## config.mk

```make
export PLATFORM = sky130hd
export DESIGN_NAME = sample_packer
export DESIGN_NICKNAME = d
export VERILOG_FILES = /design/src/rtl/sample_packer.sv
export SDC_FILE = /design/constraint.sdc
export NUM_CORES = 1
export LEC_CHECK = 0
export ABC_AREA = 0
export CORE_UTILIZATION = 60
export DETAILED_ROUTE_END_ITERATION = 12
export PLACE_DENSITY = 0.81
export SLEW_MARGIN = 20
export SYNTH_ARGS = -nofsm -noshare
export SYNTH_HDL_FRONTEND = slang
export SYNTH_SLANG_ARGS = --single-unit
```

## constraint.sdc

```tcl
create_clock -name clk -period 4.65 [get_ports clk]
set_input_delay 1.1625 -clock clk [delete_from_list [all_inputs] [get_ports clk]]
set_output_delay 1.1625 -clock clk [all_outputs]
set_load 0.01 [all_outputs]
```

## src/rtl/sample_packer.sv

```systemverilog
// sample_packer: captures SRAM read transactions into a record FIFO and
// streams each record out as five bytes over a valid/ready byte port.
module sample_packer #(
    parameter int DEPTH = 16
) (
    input  logic                       clk,
    input  logic                       reset,
    input  logic                       read,
    input  logic [14:0]                R_address,
    input  logic [7:0]                 R_data,
    input  logic                       capture_en,
    output logic [7:0]                 out_data,
    output logic                       out_valid,
    input  logic                       out_ready,
    output logic [$clog2(DEPTH):0]     fifo_level,
    output logic [7:0]                 overflow_cnt
);

    localparam int AW = $clog2(DEPTH);
    localparam int LW = AW + 1;
    localparam int RW = 39;   // {addr[14:0], data[7:0], ts[15:0]}

    typedef enum logic {IDLE, SEND} state_t;

    logic [15:0]   ts;
    logic          read_d;
    logic [RW-1:0] mem [DEPTH];
    logic [AW-1:0] wr_ptr, rd_ptr;
    logic [LW-1:0] level;
    logic [RW-1:0] rec;
    state_t        state, state_nx;
    logic [2:0]    idx, idx_nx;

    logic capture, push, pop, fire, last;

    // handshake, pop and push decisions for this edge
    always_comb begin
        capture = read & ~read_d & capture_en;
        fire    = (state == SEND) & out_ready;
        last    = fire & (idx == 3'd4);
        // a record is loaded whenever the serializer becomes free and one waits
        pop     = (level != '0) & ((state == IDLE) | last);
        // a full FIFO still accepts when a pop frees a slot on the same edge
        push    = capture & ((level != LW'(DEPTH)) | pop);
    end

    // serializer next state and byte index
    always_comb begin
        state_nx = state;
        idx_nx   = idx;
        case (state)
            IDLE: begin
                if (pop) begin
                    state_nx = SEND;
                    idx_nx   = 3'd0;
                end
            end
            SEND: begin
                if (fire) begin
                    if (idx == 3'd4) begin
                        idx_nx = 3'd0;
                        if (!pop) state_nx = IDLE;
                    end else begin
                        idx_nx = idx + 3'd1;
                    end
                end
            end
            default: begin
                state_nx = IDLE;
                idx_nx   = 3'd0;
            end
        endcase
    end

    // output byte select; zero while idle so reset shows 0x00
    always_comb begin
        out_valid = (state == SEND);
        out_data  = 8'h00;
        if (state == SEND) begin
            case (idx)
                3'd0:    out_data = {1'b1, rec[38:32]};
                3'd1:    out_data = rec[31:24];
                3'd2:    out_data = rec[23:16];
                3'd3:    out_data = rec[15:8];
                3'd4:    out_data = rec[7:0];
                default: out_data = 8'h00;
            endcase
        end
    end

    // serializer state, index and loaded record
    always_ff @(posedge clk) begin
        if (reset) begin
            state <= IDLE;
            idx   <= 3'd0;
            rec   <= '0;
        end else begin
            state <= state_nx;
            idx   <= idx_nx;
            if (pop) rec <= mem[rd_ptr];
        end
    end

    // record storage; contents need no reset since pointers define validity
    always_ff @(posedge clk) begin
        if (!reset && push) mem[wr_ptr] <= {R_address, R_data, ts};
    end

    // timestamp, edge detector, pointers, level and overflow counter
    always_ff @(posedge clk) begin
        if (reset) begin
            ts           <= 16'h0000;
            read_d       <= 1'b1;   // blocks capture of a read already high at reset release
            wr_ptr       <= '0;
            rd_ptr       <= '0;
            level        <= '0;
            overflow_cnt <= 8'h00;
        end else begin
            ts     <= ts + 16'd1;
            read_d <= read;
            if (push) wr_ptr <= wr_ptr + AW'(1);
            if (pop)  rd_ptr <= rd_ptr + AW'(1);
            case ({push, pop})
                2'b10:   level <= level + LW'(1);
                2'b01:   level <= level - LW'(1);
                default: level <= level;
            endcase
            if (capture && !push && overflow_cnt != 8'hFF)
                overflow_cnt <= overflow_cnt + 8'd1;
        end
    end

    assign fifo_level = level;

endmodule
```

# [Yosys cells after proc, flatten, opt, wreduce, memory -nomap -nowiden]
# Memories as Yosys holds them, arrays and structs flattened. A register that Yosys moved wholly into a read port is not among the register bits.
# Cells that the tools add are included.
# W data, S select, Z words.
[op_classes] n_addsub=7 n_eq_ne=10 mux=13 bitwise_logic=10 n_reduce_logical=9
[ops] operator="$pmux W8 S5" count=1
[ops] operator="$add A16 B1 Y16 const B" count=1
[ops] operator="$pmux W5 S2" count=1
[ops] operator="$mux W3" count=3
[ops] operator="$add A4 B1 Y4 const B" count=2
[ops] operator="$add A8 B1 Y8 const B" count=1
[ops] operator="$mux W8" count=1
[ops] operator="$ne A8 B8 Y1 const B" count=1
[ops] operator="$and A1 B1 Y1" count=6
[ops] operator="$eq A3 B2 Y1 const B" count=2
[ops] operator="$pmux W3 S2" count=1
[ops] operator="$add A5 B1 Y5 const B" count=1
[ops] operator="$mux W1" count=5
[ops] operator="$ne A5 B5 Y1 const B" count=1
[ops] operator="$reduce_bool A5 Y1" count=1
[ops] operator="$sub A5 B1 Y5 const B" count=1
[ops] operator="$add A3 B1 Y3 const B" count=1
[ops] operator="$eq A3 B1 Y1 const B" count=1
[ops] operator="$eq A3 B3 Y1 const B" count=1
[ops] operator="$logic_and A1 B1 Y1" count=3
[ops] operator="$logic_not A3 Y1" count=1
[ops] operator="$eq A2 B1 Y1 const B" count=1
[ops] operator="$eq A2 B2 Y1 const B" count=1
[ops] operator="$logic_not A1 Y1" count=2
[ops] operator="other kinds (7)" count=9
[word_totals] register_bits=42 mem_bits_rw=624 inputBits=28 out_inout_bits=22 wordCells=58 memories=1
[mem_list] name="mem" words=16 word_bits=39 rd=1 rd_ports_with_merged_regs=1 wr=1 line="27" rtl="logic [RW-1:0] mem [DEPTH];"

# [Depth between registers and ports, before layout]
[depth] ltp_word=9 mapped_depth=13 depth_no_buf=12

# [Least setup slack after synthesis]
# OpenSTA, ideal clock, no wires.
[synth_timing] kind="input port to flip-flop" startpoint="input out_ready" endpoint="memory mem[15][0], enable pin" setup_time_ps=435 arrival_ps=3626 required_ps=4215 slack_ps=589 stages=4 path_buffers=0 path_cell_list="nand3_2 a41oi_2 nand2_1 nor2_1"
[synth_via] elab_chain_cells=9
[synth_lines] element="start: declaration" line="14" rtl="input logic out_ready,"
[synth_lines] element="$and A1 B1 Y1" line="39" rtl="fire = (state == SEND) & out_ready;"
[synth_lines] element="$and A1 B1 Y1" line="40" rtl="last = fire & (idx == 3'd4);"
[synth_lines] element="$or A1 B1 Y1" line="42" rtl="pop = (level != '0) & ((state == IDLE) | last);"
[synth_lines] element="$and A1 B1 Y1" line="42"
[synth_lines] element="$or A1 B1 Y1" line="44" rtl="push = capture & ((level != LW'(DEPTH)) | pop);"
[synth_lines] element="$and A1 B1 Y1" line="44"
[synth_lines] element="$logic_and A1 B1 Y1" line="106" rtl="if (!reset && push) mem[wr_ptr] <= {R_address, R_data, ts};"
[synth_lines] element="$mux W1" line="106"
[synth_lines] element="$mux W1 (implied by the code)" line="106"
[synth_lines] element="end: declaration" line="27"
# Every way passes these cells.

# [Worst setup path in the final report]
[layout_timing] startpoint="register idx[1]" endpoint="output out_data[2]"
[layout_via] elab_chain_cells=3 word_cells_on_any_way=7 cone_classes="eq/ne: 4; mux: 2; reduce/logical: 1"
[layout_lines] element="start: declaration" line="32" rtl="logic [2:0] idx, idx_nx;"
[layout_lines] element="start signal: assignment" line="99" rtl="idx <= idx_nx;"
[layout_lines] element="$eq A3 B3 Y1 (tied with other cells)" line="80" rtl="case (idx)"
[layout_lines] element="$pmux W8 S5 *" line="80"
[layout_lines] element="$mux W8 *" line="79" rtl="if (state == SEND) begin"
[layout_lines] element="end: declaration" line="12" rtl="output logic [7:0] out_data,"
# Mark *: on every way between the ends. The rest lies on a longest branch, timed or not.

==> tab_implementation.tex <==
\begin{tabular}{lr}
\hline
Metric & Value \\
\hline
\multicolumn{2}{l}{\textbf{Pwr}} \\
Power density relative to cell area & 490 nW/um\^{}2 \\
Cell Int Power & 11.3 mW \\
Comb power frac & 14.7\% \\
Post-route total power & 15.1 mW \\
Max rail drop VDD & 367 uV \\
Net switching fraction of the power & 25.3\% \\
Power dissipated by switching net loads & 3.83 mW \\
Clock share of power & 36.0\% \\
Sequential share of power & 49.3\% \\
Leak & 9.54 nW \\
\multicolumn{2}{l}{\textbf{Finish}} \\
Final Instance Count excl. Fillers & 2073 \\
Filler Cell Count & 2606 \\
Most used cells in the layout excluding fill and tap cells & edfxtp\_1 (624), mux4\_2 (156), dfxtp\_1 (78) \\
Area overhead of the layout relative to synthesis & 13.2\% \\
Area of the multi-input gates & 6640 sq um \\
Antenna fix cells & 0 \\
Final standard cell area without fillers & 30900 sq um \\
Commonest non-fill, non-tap cell in the layout & edfxtp\_1 \\
Final \#Nets & 1470 \\
Sequential Area & 20400 sq um \\
Fraction of final layout cells sized beyond drive strength 1 & 26.3\% \\
\multicolumn{2}{l}{\textbf{STA}} \\
Max-Slew Margin vs Limit & 22.2\% \\
Setup repair after global routing missed its margin & false \\
Number of max-slew violations in the final report & 0 \\
Final Hold Slack & 538 ps \\
Worst clock skew & 17.8 ps \\
Count of endpoints failing setup in the final report & 0 \\
Fmax & 231 MHz \\
Total count of hold-check failures in the final report & 0 \\
Setup TNS & 0 ps \\
Minimum period implied by the final worst setup slack & 4320 ps \\
Worst Max-Slew Pin Slew & 1170 ps \\
Crit share post-route & 92.9\% \\
\multicolumn{2}{l}{\textbf{Routing}} \\
Total length of routed wires & 61000 um \\
Number of violations reported at the end of detailed-routing iteration 0 & 1715 \\
Pre-Repair DR Iteration Count & 5 \\
Antenna violation net count after detailed routing & 0 \\
Total number of vias & 13700 \\
Wire per inst & 29.4 um \\
DRC violation count after routing & 0 \\
Mean number of vias per cell & 6.60 \\
\multicolumn{2}{l}{\textbf{Clocking}} \\
Post-CTS setup-driven buffer insertion count & 0 \\
Number of H-tree levels & 3 \\
\# clock sinks & 705 \\
CTS resizes & 0 \\
Buffer depth of the longest clock path & 3 \\
Number of clock buffers inserted by TritonCTS & 69 \\
Clock tree from TritonCTS & done \\
Clock input transition at the sequential cells of the worst setup and hold paths & 60 ps \\
Count of hold-fix buffers inserted at cts & 0 \\
Latest clock arrival within the worst-skew pair & 600 ps \\
Root buffer selected by CTS & clkbuf\_16 \\
\multicolumn{2}{l}{\textbf{Critical path}} \\
CP Data Required Time & 3490 ps \\
Endpoint class of the critical path & output pin \\
Crit start category & register \\
Critical path buffers and inverters & 2 \\
Top Family by Delay on Critical Path & buffers and inverters \\
Type of the worst setup path & reg -> out \\
Maximum fanout encountered on the critical timing path & 9 \\
CP cell instances & inv\_1 > ha\_1 > nor2b\_1 > o41ai\_2 > a31oi\_1 > clkdlybuf4s50\_1 \\
Critical-path cell with the highest stage delay & clkdlybuf4s50\_1 \\
Worst endpoint data arrival time & 3160 ps \\
Maximum cell stage delay along the critical path & 630 ps \\
\multicolumn{2}{l}{\textbf{Synthesis}} \\
Seq/Total Area, Yosys & 74.6\% \\
Number of flops mapped to enable cells by yosys & 624 \\
Number of distinct standard cells referenced by the synthesized netlist & 60 \\
Post-synthesis area per instance & 20.5 sq um \\
Number of instances in the synthesized netlist & 1334 \\
Cell area after synthesis & 27300 sq um \\
Async SR Flop Fraction & 0\% \\
Yosys synthesis warning count & 0 \\
Post-synth top flop & edfxtp\_1 \\
Synth Register Bits & 705 \\
Syn\_nets & 1378 \\
\multicolumn{2}{l}{\textbf{Global routing}} \\
Number of antenna violations at the first check in global routing & 1 \\
Total GRT Usage & 27.2\% \\
First-pass GRT wire length & 91200 um \\
Via count of the first global-routing pass & 14200 \\
Total congestion overflow after global routing & 0 \\
Largest net degree at the start of global routing & 90 \\
\multicolumn{2}{l}{\textbf{Place}} \\
Final RePlAce weighted congestion & 0.857 \\
Placed Instance Area & 28700 sq um \\
Placed cell count & 1947 \\
Placed wire-length estimate after detailed placement & 33600 um \\
Port buffer count & 49 \\
\multicolumn{2}{l}{\textbf{Run}} \\
Max cap viols & 0 \\
\multicolumn{2}{l}{\textbf{Floorplan}} \\
Core area & 44500 sq um \\
Area enclosed by the die boundary & 46300 sq um \\
Vertical die dimension & 215 um \\
Number of I/O pins & 50 \\
Initial standard-cell utilization of the core & 61.3\% \\
Die extent in x & 215 um \\
Count of standard-cell rows & 77 \\
\multicolumn{2}{l}{\textbf{Status}} \\
Status & finished, final reports clean \\
\multicolumn{2}{l}{\textbf{Min path}} \\
Type of the worst min-delay path & reg -> reg \\
\hline
\end{tabular}
power by group through the flow:
| stage | Combinational (mW) | Sequential (mW) | Clock [mW] |
|---|---|---|---|
| after floorplan | 1.80 | 7.29 | 0 |
| after global placement | 2.15 | 7.57 | 0 |
| after detailed placement | 2.20 | 7.58 | 0 |
| after CTS | 2.25 | 7.45 | 5.49 |
| after global routing | 2.38 | 7.48 | 5.72 |
| final | 2.23 | 7.47 | 5.45 |
sequential cells by signal, indices dropped and copies added, names as in the netlist, 3 cells and up:
| name | flops |
|---|---|
| idx | 3 |
| overflow_cnt | 8 |
| rd_ptr | 4 |
| rec | 39 |
| wr_ptr | 4 |
| ts | 16 |
| mem | 624 |
| fifo_level | 5 |
Yosys cell counts (2+ instances only):
library cell / count / area [sq um]
edfxtp_1: 624 / 18700
mux4_2: 156 / 3510
dfxtp_1: 81 / 1620
nor2_1: 61 / 229
mux2i_1: 42 / 420
a22oi_1: 39 / 293
mux2_2: 39 / 439
nand2_1: 29 / 109
clkbuf_1: 27 / 101
buf_2: 25 / 125
o21ai_1: 22 / 110
ha_1: 15 / 188
xor2_1: 15 / 131
a21oi_1: 13 / 65.1
xnor2_1: 13 / 114
a22oi_2: 10 / 125
nand3_1: 10 / 50.1
o21ai_2: 10 / 87.6
buf_6: 9 / 101
inv_1: 9 / 33.8
o21ai_0: 9 / 45.0
a31oi_1: 6 / 37.5
nand4_1: 6 / 37.5
buf_4: 5 / 37.5
nor2b_1: 4 / 25.0
nor3_1: 4 / 20.0
or3_1: 4 / 25.0
a21o_1: 3 / 22.5
a222oi_1: 3 / 30.0
nor4b_1: 3 / 26.3
a211oi_1: 2 / 15.0
a22o_1: 2 / 17.5
and4_1: 2 / 17.5
buf_1: 2 / 7.51
nand2b_1: 2 / 12.5
nand3b_1: 2 / 15.0
nor3b_1: 2 / 15.0
nor4_1: 2 / 12.5
per-layer routing:
layer | vias to the layer above | track usage [%] | part of all wire [%]
met5 | - | 0 | 0.021
met4 | 2 | 11.2 | 3.7
met3 | 155 | 5.61 | 9.4
met2 | 820 | 44.8 | 50
met1 | 7034 | 35.9 | 37
li1 | 5664 | - | -
worst paths after layout:
kind / from / to / slack, ps / depth (start not counted)
hold / removal: rec[7]$_SDFFE_PP0P_ / rec[7]$_SDFFE_PP0P_ / 540 / 2
setup reg to reg: idx[0]$_SDFFE_PP0P_ / mem[6][24]$_DFFE_PP_ / 1390 / 7
setup / recovery: idx[1]$_SDFFE_PP0P_ / out_data[2] / 330 / 6
hold reg to reg: rec[7]$_SDFFE_PP0P_ / rec[7]$_SDFFE_PP0P_ / 540 / 2
cell type report:
cell class | count | share of cell area, %
inverters | 9 | 0.109
multi-input cells | 551 | 21.5
flip-flops and latches | 705 | 65.9
clock buffers | 98 | 6.37
repair buffers | 90 | 2.97
well taps | 592 | 2.40
clock inverters | 28 | 0.749
worst reg2reg max path: stages, from the launching register on:
cell	delay (ps)
dfxtp_1	340
inv_1	100
ha_1	410
nand3_2	320
a41oi_2	570
nand2_1	400
nor2_4	570
buf_12	240
per-stage QoR:
stage          util (%)  setup WS [ps]
6_report           69.4            330
5_1_grt            69.4            206
4_1_cts            69.4            415
3_5_place_dp       64.5            635
3_3_place_gp       64.5            722
2_1_floorplan         -            589
logic make-up (layout without fill, tap and decap cells):
group,after synthesis,in the layout,synth area share [%]
flip-flops,705,705,74.6
multiplexers,237,237,16.0
AND/OR/NAND/NOR,143,143,2.66
AO/OA/AOI/OAI,127,127,3.52
buffers and inverters,78,225,1.54
XOR/XNOR,28,28,0.899
adder cells (fa/ha/maj),16,16,0.761
(Power assumes the default switching activity.)
